## config.mk

```make
export PLATFORM = sky130hd
export DESIGN_NAME = serial_compare_lsb
export DESIGN_NICKNAME = d
export VERILOG_FILES = /design/src/rtl/serial_compare_lsb.sv
export SDC_FILE = /design/constraint.sdc
export NUM_CORES = 1
export LEC_CHECK = 0
export CORE_MARGIN = 1.5
export CORE_UTILIZATION = 49
export CTS_CLUSTER_SIZE = 16
export DETAILED_ROUTE_END_ITERATION = 12
export MAX_ROUTING_LAYER = met4
export PLACE_DENSITY = 0.84
export SLEW_MARGIN = 25
export SYNTH_ARGS = -nofsm -noshare
export SYNTH_HDL_FRONTEND = slang
export SYNTH_SLANG_ARGS = --single-unit
```

## constraint.sdc

```tcl
create_clock -name clk -period 1.7 [get_ports clk]
set_clock_uncertainty 0.1 [all_clocks]
set_input_delay 0.34 -clock clk [delete_from_list [all_inputs] [get_ports clk]]
set_output_delay 0.34 -clock clk [all_outputs]
set_load 0.1 [all_outputs]
```

## src/rtl/serial_compare_lsb.sv

```systemverilog
// Bit-serial LSB-first magnitude comparator; one bit pair per clock, result WIDTH cycles after accept.
// Optional two's-complement mode selected by defining SIGNED_CMP_EN.
module serial_compare_lsb #(
  parameter int WIDTH = 8
) (
  input  logic             clk,
  input  logic             rst_n,
  input  logic             in_valid,
  output logic             in_ready,
  input  logic [WIDTH-1:0] a,
  input  logic [WIDTH-1:0] b,
  output logic             out_valid,
  input  logic             out_ready,
  output logic             gt,
  output logic             lt,
  output logic             eq
);

  localparam int CW = (WIDTH > 1) ? $clog2(WIDTH) : 1;

  typedef enum logic [1:0] {
    IDLE  = 2'd0,
    SHIFT = 2'd1,
    DONE  = 2'd2
  } state_t;

  state_t           state;
  state_t           state_nxt;
  logic [WIDTH-1:0] a_sr;
  logic [WIDTH-1:0] b_sr;
  logic [CW-1:0]    cnt;
  logic             gt_acc;
  logic             lt_acc;
  logic             gt_nxt;
  logic             lt_nxt;
  logic             last_bit;
  logic             accept;

  assign in_ready  = (state == IDLE);
  assign out_valid = (state == DONE);
  assign accept    = in_valid && in_ready;
  assign last_bit  = (cnt == CW'(WIDTH - 1));

  // Later (higher) bits overwrite the accumulators, so the MSB-most difference wins.
  always_comb begin
    gt_nxt = gt_acc;
    lt_nxt = lt_acc;
    if (a_sr[0] != b_sr[0]) begin
`ifdef SIGNED_CMP_EN
      if (last_bit) begin
        gt_nxt = b_sr[0];
        lt_nxt = a_sr[0];
      end else begin
        gt_nxt = a_sr[0];
        lt_nxt = b_sr[0];
      end
`else
      gt_nxt = a_sr[0];
      lt_nxt = b_sr[0];
`endif
    end
  end

  always_ff @(posedge clk or negedge rst_n) begin
    if (!rst_n) begin
      state <= IDLE;
    end else begin
      state <= state_nxt;
    end
  end

  always_comb begin
    state_nxt = state;
    case (state)
      IDLE:    if (in_valid)          state_nxt = SHIFT;
      SHIFT:   if (last_bit)          state_nxt = DONE;
      DONE:    if (out_ready)         state_nxt = IDLE;
      default:                        state_nxt = IDLE;
    endcase
  end

  always_ff @(posedge clk or negedge rst_n) begin
    if (!rst_n) begin
      a_sr   <= '0;
      b_sr   <= '0;
      cnt    <= '0;
      gt_acc <= 1'b0;
      lt_acc <= 1'b0;
      gt     <= 1'b0;
      lt     <= 1'b0;
      eq     <= 1'b0;
    end else if (accept) begin
      a_sr   <= a;
      b_sr   <= b;
      cnt    <= '0;
      gt_acc <= 1'b0;
      lt_acc <= 1'b0;
    end else if (state == SHIFT) begin
      a_sr   <= {1'b0, a_sr[WIDTH-1:1]};
      b_sr   <= {1'b0, b_sr[WIDTH-1:1]};
      gt_acc <= gt_nxt;
      lt_acc <= lt_nxt;
      if (last_bit) begin
        // Results are retained after the drain until the next compare finishes.
        gt <= gt_nxt;
        lt <= lt_nxt;
        eq <= ~(gt_nxt | lt_nxt);
      end else begin
        cnt <= cnt + CW'(1);
      end
    end
  end

endmodule

```

-- Word-level counts from Yosys, hierarchy flattened
Index checks and enable logic that the tools add are counted.
- register bits: 26
- bits in latches: 0
- bits in writable memories: 0
- memory bits (read-only): 0
- output and inout bits: 5
- word-level logic and storage cells: 44
- memories kept: 0
- $add $sub $neg: 1
- multipliers: 0
- divide/modulo/power cells: 0
- order comparisons: 0
- equal/unequal tests: 8
- shift operators: 0
- multiplexer cells: 17
- bitwise gates (word level): 3
- reductions and logical operators: 6
- operators by type and width (operator ; number):
    8-bit 2-to-1 mux ; 4
    3-bit 2-to-1 mux ; 3
    1-bit 2-to-1 mux ; 6
    2-bit 2-to-1 mux ; 3
    2-bit one-hot mux with 3 select lines ; 1
    3-bit AND reduction ; 2
    2-bit by 1-bit != test with 1-bit output (second input constant) ; 2
    2-bit != test (second input constant) ; 2
    3-bit by 1-bit adder with 3-bit output (second input constant) ; 1
    3-bit == test (second input constant) ; 1
    2-bit by 1-bit == test with 1-bit output (second input constant) ; 1
    2-bit == test (second input constant) ; 1
    2-bit logical NOT ; 1
    1-bit inverter ; 2
    2-bit AND reduction ; 1
    2-bit nonzero test ; 1
    1-bit logical AND ; 1
    1-bit != test ; 1
    1-bit OR ; 1

-- Logic depth before layout (Yosys ltp)
Gate-level depths: netlist of the first run.
- depth in word-level cells: 4
- depth in mapped cells: 5
- mapped depth without buffers: 5

-- Worst setup path after synthesis of the first run
OpenSTA, ideal clock, no wires.
- path type: register to output
- from: reg state[1]
- to: out in_ready
- arrival: 1683 ps
- data required time: 1260 ps
- path slack: -423 ps
- cell stages (with the launch flop): 2
- path buffers: 0
- cell sequence: dfrtp_1 -> nor2_1
- word-level cells in the longest chain between the ends: 1
- RTL lines (item ; RTL line ; RTL):
    from (decl) ; 27 ; state_t state;
    from (signal assigned) ; 68 ; state <= state_nxt;
    2-bit logical NOT ; 39 ; assign in_ready = (state == IDLE);
    to (decl) ; 9 ; output logic in_ready,
No other way between the ends.

-- Worst setup path in the final report of the first run
Same ends and word-level chain as after synthesis.

==> results.toml, run 1 <==
[synth]
syn_nets = 134
netlist_instances = 112
yosysTopAreaCell = "dfrtp_1"
synth_commonest_cells = "nand2_1, dfrtp_1, a22oi_1"
synth_cell_types = 23
synth_edf_count = 0
netlist_top_cells_area = "dfrtp_1, nand2_1, a22oi_1, mux2_2, o21ai_0"
ys_seq_area_share_pct = 57.0
async_reset_ff_share_pct = 100
yosysMostFrequentCell = "nand2_1"
synth.cell_area_um2 = 1140
synth_warnings = 0
synth_top_area_share_pct = 57.0
avgSynthCellArea_um2 = 10.2
synthFlopType = "dfrtp_1"
yosys_register_bits = 26

[clock_network]
htree_levels = 1
clk_pin_slew_ps = 140
cts_inserted_buffers = 3
cts.root.buffer_cell = "clkbuf_4"
clk-insertion-delay-late_ps = 330
cts_sinks = 26
cts_buffer_depth = 2
cts_tree = "done"
postCtsHoldBufs = 0

[sta]
setup_violations = 0
final-hold-violation-count = 0
fin_hold_ws_ps = 249
maxSlewHeadroom_pct = 75.4
slew_violations = 0
finalCritPeriodShare_pct = 95.9
finalCriticalPeriod_ps = 1630
worstMarginPinSlew_ps = 369
worst_slack_ps = 70.4
rsz0062_at_grt = "true"
fmax_ghz = 0.614

[pwr]
power_leakage_nw = 0.730
finalPower_mw = 2.74
ir_drop_mv = 1.07
p_per_area_nw_per_um2 = 1770

[place]
dp.cells = 164
pre_cts_ws_ps = 106
place_hpwl_mm = 1.71
io_buffers = 24
place_congestion = 0.757

[worst_setup_path]
r2r_end = "eq"
worst_setup_path_end_kind = "output pin"
crit_start = "state[1]"
cp-start-kind = "register"
required_ps = 1260
crit_type = "reg -> out"
r2r-start = "cnt[0]"
crit_arrival_ps = 1190
crit_fanout = 7
reg2reg_depth = 4
endpoint = "in_ready"
rrSetupSlack_ps = 140

[detailed_routing]
routed_via_density = 5.39
drt_iter0_drc = 14
first_pass_iters = 4
postRouteAntennaNets = 0
num_vias = 911
wirelength_mm = 2.34
wl_per_cell_um = 13.9
drc = 0

[final_layout]
final_nets = 164
drive_gt1_share_pct = 18.4
nFillCells = 173
multi_input_area_um2 = 469
fin_cells = 169
area_growth_pct = 35.7
regArea_um2 = 653
diodes = 0

[floorplanning]
core-area_um2 = 2210
fp-row-count = 17
initial_utilization_pct = 51.6
die_w_um = 51.3
ios = 25
die-area_um2 = 2630
die_h_um = 51.3

[grt]
grt_pass1_wl_mm = 3.93
grt_antenna_before_repair = 0
grt_pass1_vias = 850
grt_remaining_overflow = 0
track_usage_pct = 21.5
grt_max_degree = 27

[run_status]
status = "complete, no violations"

[min_path]
holdCritPathClass = "in -> async"

[run]
cap_viol_max_count = 0
registers in the layout, summed over array words and instances, names as in the netlist:
name    cells
a_sr        8
b_sr        8
cnt         3
state       2
eq          1
gt          1
gt_acc      1
lt          1
lt_acc      1
power breakdown:
group	internal, mW	total, mW	leakage (nW)	switching, mW
Sequential	0.867	1.05	0.331	0.187
Combinational	0.589	1.37	0.378	0.776
Clock	0.131	0.316	0.0210	0.185
Total	1.59	2.74	0.730	1.15
timing repair:
| action | 4_1_cts | 5_1_grt |
|---|---|---|
| gates resized for setup | 2 | 2 |
| setup endpoints to repair | 1 | 2 |
| setup buffers | 1 | 0 |
| hold endpoints to repair | 0 | 0 |
stage by stage:
stage	util (%)	setup TNS (ps)	area (um^2)
after detailed placement	67.6	0	1500
after floorplan	-	0	1140
after global placement	67.6	0	1500
after global routing	70.0	-8.02	1550
final	70.0	0	1550
after CTS	69.7	0	1540
per-layer routing:
layer  wire, um  up-vias  track usage [%]
met2       1210       21             36.8
met5          0        -                -
li1           -      437                -
met4         25        0             6.58
met1       1030      449             25.7
met3         77        4             4.39
cells by family (layout without fill, tap and decap cells):
group	after synthesis	after routing	share of synthesized area, %
simple gates	46	46	17.4
xor+xnor	2	2	1.54
buf+inv	7	36	3.07
fa+ha+maj	3	3	3.07
mux	3	3	2.96
flops	26	26	57.0
compound gates	25	25	14.9
worst min-delay path by stage:
stage                     cells past startpoint  slack, ps    start      end
after floorplan                               0        -60    rst_n  a_sr[0]
after global placement                        2        360  a_sr[2]  a_sr[2]
after detailed placement                      2        370  b_sr[4]  b_sr[4]
after CTS                                     2        260    rst_n  a_sr[6]
after global routing                          2        290    rst_n  a_sr[5]
final                                         2        250    rst_n  a_sr[5]
area by class of cell:
cell class	count	share of cell area, %
clock buffers	4	2.34
well taps	28	2.26
inverters	2	0.485
flip-flops and latches	26	42.2
repair buffers	30	22.5
multi-input cells	79	30.3
critical path: stages, from the launching register on:
cell	delay [ps]
dfrtp_2	500
nor2_2	170
buf_12	200
cell usage in the layout (no fill, tap or decap), drive strengths merged, types with 3 or more instances in the layout:
cell type / n
o21ai: 6
clkbuf: 4
nand2: 36
nor2: 3
buf: 11
mux2: 3
clkdlybuf4s50: 19
a22oi: 14
dfrtp: 26
(Power assumes the default switching activity.)
==> inputs of run 2 (changes only) <==
--- a/config.mk
+++ b/config.mk
@@ -5,8 +5,9 @@
 export SDC_FILE = /design/constraint.sdc
 export NUM_CORES = 1
 export LEC_CHECK = 0
+export ABC_AREA = 1
 export CORE_MARGIN = 1.5
-export CORE_UTILIZATION = 49
+export CORE_UTILIZATION = 50
 export CTS_CLUSTER_SIZE = 16
 export DETAILED_ROUTE_END_ITERATION = 12
 export MAX_ROUTING_LAYER = met4
==> results.toml, run 2 <==
[synth]
synth.cell_area_um2 = 1250
synth_cell_types = 22
synth_warnings = 0
netlist_top_cells_area = "dfrtp_1, nand2_1, nand3_2, inv_1, nand3_1"
netlist_instances = 140
syn_nets = 162
yosysTopAreaCell = "dfrtp_1"
synth_top_area_share_pct = 52.0
ys_seq_area_share_pct = 52.0
yosysMostFrequentCell = "nand2_1"
synthFlopType = "dfrtp_1"
avgSynthCellArea_um2 = 8.94
synth_commonest_cells = "nand2_1, dfrtp_1, inv_1"
yosys_register_bits = 26
async_reset_ff_share_pct = 100
synth_edf_count = 0

[place]
io_buffers = 24
dp.cells = 191
place_hpwl_mm = 1.74
place_congestion = 0.788
placed_area_um2 = 1580

[worst_setup_path]
cp-start-kind = "register"
crit_type = "reg -> out"
worst_setup_path_end_kind = "output pin"
crit_arrival_ps = 1180
required_ps = 1260
crit_fanout = 5

[grt]
track_usage_pct = 18.8
grt_pass1_wl_mm = 3.76
grt_remaining_overflow = 0
grt_max_degree = 27
grt_antenna_before_repair = 0
grt_pass1_vias = 893

[sta]
final-hold-violation-count = 0
finalCriticalPeriod_ps = 1620
setup_tns_ps = 0
maxSlewHeadroom_pct = 69.9
slew_violations = 0
finalCritPeriodShare_pct = 95.3
setup_violations = 0
worstMarginPinSlew_ps = 449
rsz0062_at_grt = "false"
fin_hold_ws_ps = 268
fmax_ghz = 0.617

[detailed_routing]
routed_via_density = 5.00
first_pass_iters = 4
drt_iter0_drc = 15
postRouteAntennaNets = 0
num_vias = 985
wl_per_cell_um = 11.9
drc = 0
wirelength_mm = 2.35

[clock_network]
cts_inserted_buffers = 3
cts_tree = "done"
clk_pin_slew_ps = 140
cts_buffer_depth = 2
postCtsHoldBufs = 0
cts.root.buffer_cell = "clkbuf_4"
htree_levels = 1
cts_sinks = 26
clk-insertion-delay-late_ps = 320

[pwr]
swShare_pct = 44.5
p_seq_share_pct = 37.9
p_per_area_nw_per_um2 = 1700
pwr-share-clk_pct = 11.3
internal-power_mw = 1.54
ir_drop_mv = 1.60
netSwitchingPower_mw = 1.23
p_comb_share_pct = 50.9
power_leakage_nw = 0.800

[floorplanning]
fp-row-count = 17
initial_utilization_pct = 54.5
die-area_um2 = 2810
ios = 25
die_h_um = 53.0
core-area_um2 = 2300
die_w_um = 53.0

[final_layout]
mostFrequentLayoutCells = "nand2_1, dfrtp_1, clkdlybuf4s50_1"
fin_cells = 197
final_nets = 192
diodes = 0
area_growth_pct = 30.6
top_regs = "a_sr: 8 flops, b_sr: 8 flops, cnt: 3 flops"
drive_gt1_share_pct = 22.5
final_common_cell = "nand2_1"
final_area_um2 = 1630

[min_path]
holdCritPathClass = "in -> async"

[run_status]
status = "complete, no violations"

[run]
cap_viol_max_count = 0
## run 2: worst paths after layout
path / to / slack [ps] / cells past startpoint / from
max in group asynchronous: state[1] / 960 / 2 / rst_n
setup / recovery: in_ready / 80 / 2 / state[0]
hold / removal: b_sr[4] / 270 / 2 / rst_n
min in group clk: b_sr[7] / 400 / 2 / b_sr[7]
hold reg to reg: b_sr[7] / 400 / 2 / b_sr[7]
setup reg to reg: gt / 330 / 7 / cnt[0]
## run 2: logic make-up (layout without fill, tap and decap cells)
logic type / count (synthesis) / in the layout / share of synthesized area (%)
adders and majority gates: 2 / 2 / 2.00
DFF: 26 / 26 / 52.0
buffers and inverters: 17 / 46 / 7.50
AOI/OAI and AO/OA: 11 / 11 / 6.00
and+or+nand+nor: 84 / 84 / 32.5
## run 2: power by group through the flow
| stage | clock network (mW) | logic (mW) | registers (mW) |
|---|---|---|---|
| 6_report | 0.312 | 1.41 | 1.05 |
| 5_1_grt | 0.347 | 1.55 | 1.08 |
| 4_1_cts | 0.321 | 1.38 | 1.06 |
| 3_5_place_dp | 0 | 1.38 | 1.07 |
| 3_3_place_gp | 0 | 1.32 | 1.05 |
| 2_1_floorplan | 0 | 0.863 | 1.20 |
## run 2: repair_timing
| item | in CTS | in global routing |
|---|---|---|
| endpoints found under the setup margin | 2 | 2 |
| gates resized for setup | 1 | 1 |
| buffers inserted | 0 | 2 |
| cloned | 0 | 0 |
## run 2: worst max-delay path: stages, from the launching register on
cell	delay [ps]
dfrtp_2	500
nor2_4	180
buf_12	190
## run 2: layout make-up
cell class              count  area (um^2)
multi-input cells          97          522
clock buffers               4         36.3
repair buffers             28          333
well taps                  28         35.0
inverters                  14         55.1
fillers                   172          663
flip-flops and latches     26          653
## run 2: stage by stage
step / worst slack [ps] / util (%) / power [mW]
floorplan: 133 / - / 2.07
global placement: 58.1 / 68.8 / 2.37
detailed placement: 20.4 / 68.8 / 2.45
CTS: 32.1 / 70.4 / 2.76
global route: 22.7 / 71.1 / 2.98
finish: 80.0 / 71.1 / 2.77
## run 2: per-layer routing
metal  vias up  track usage (%)  wire [um]
met2        14             32.3       1240
met4         0             6.41         23
met5         -                -          0
met1       468             22.7       1020
li1        499                -          -
met3         4             2.54         75
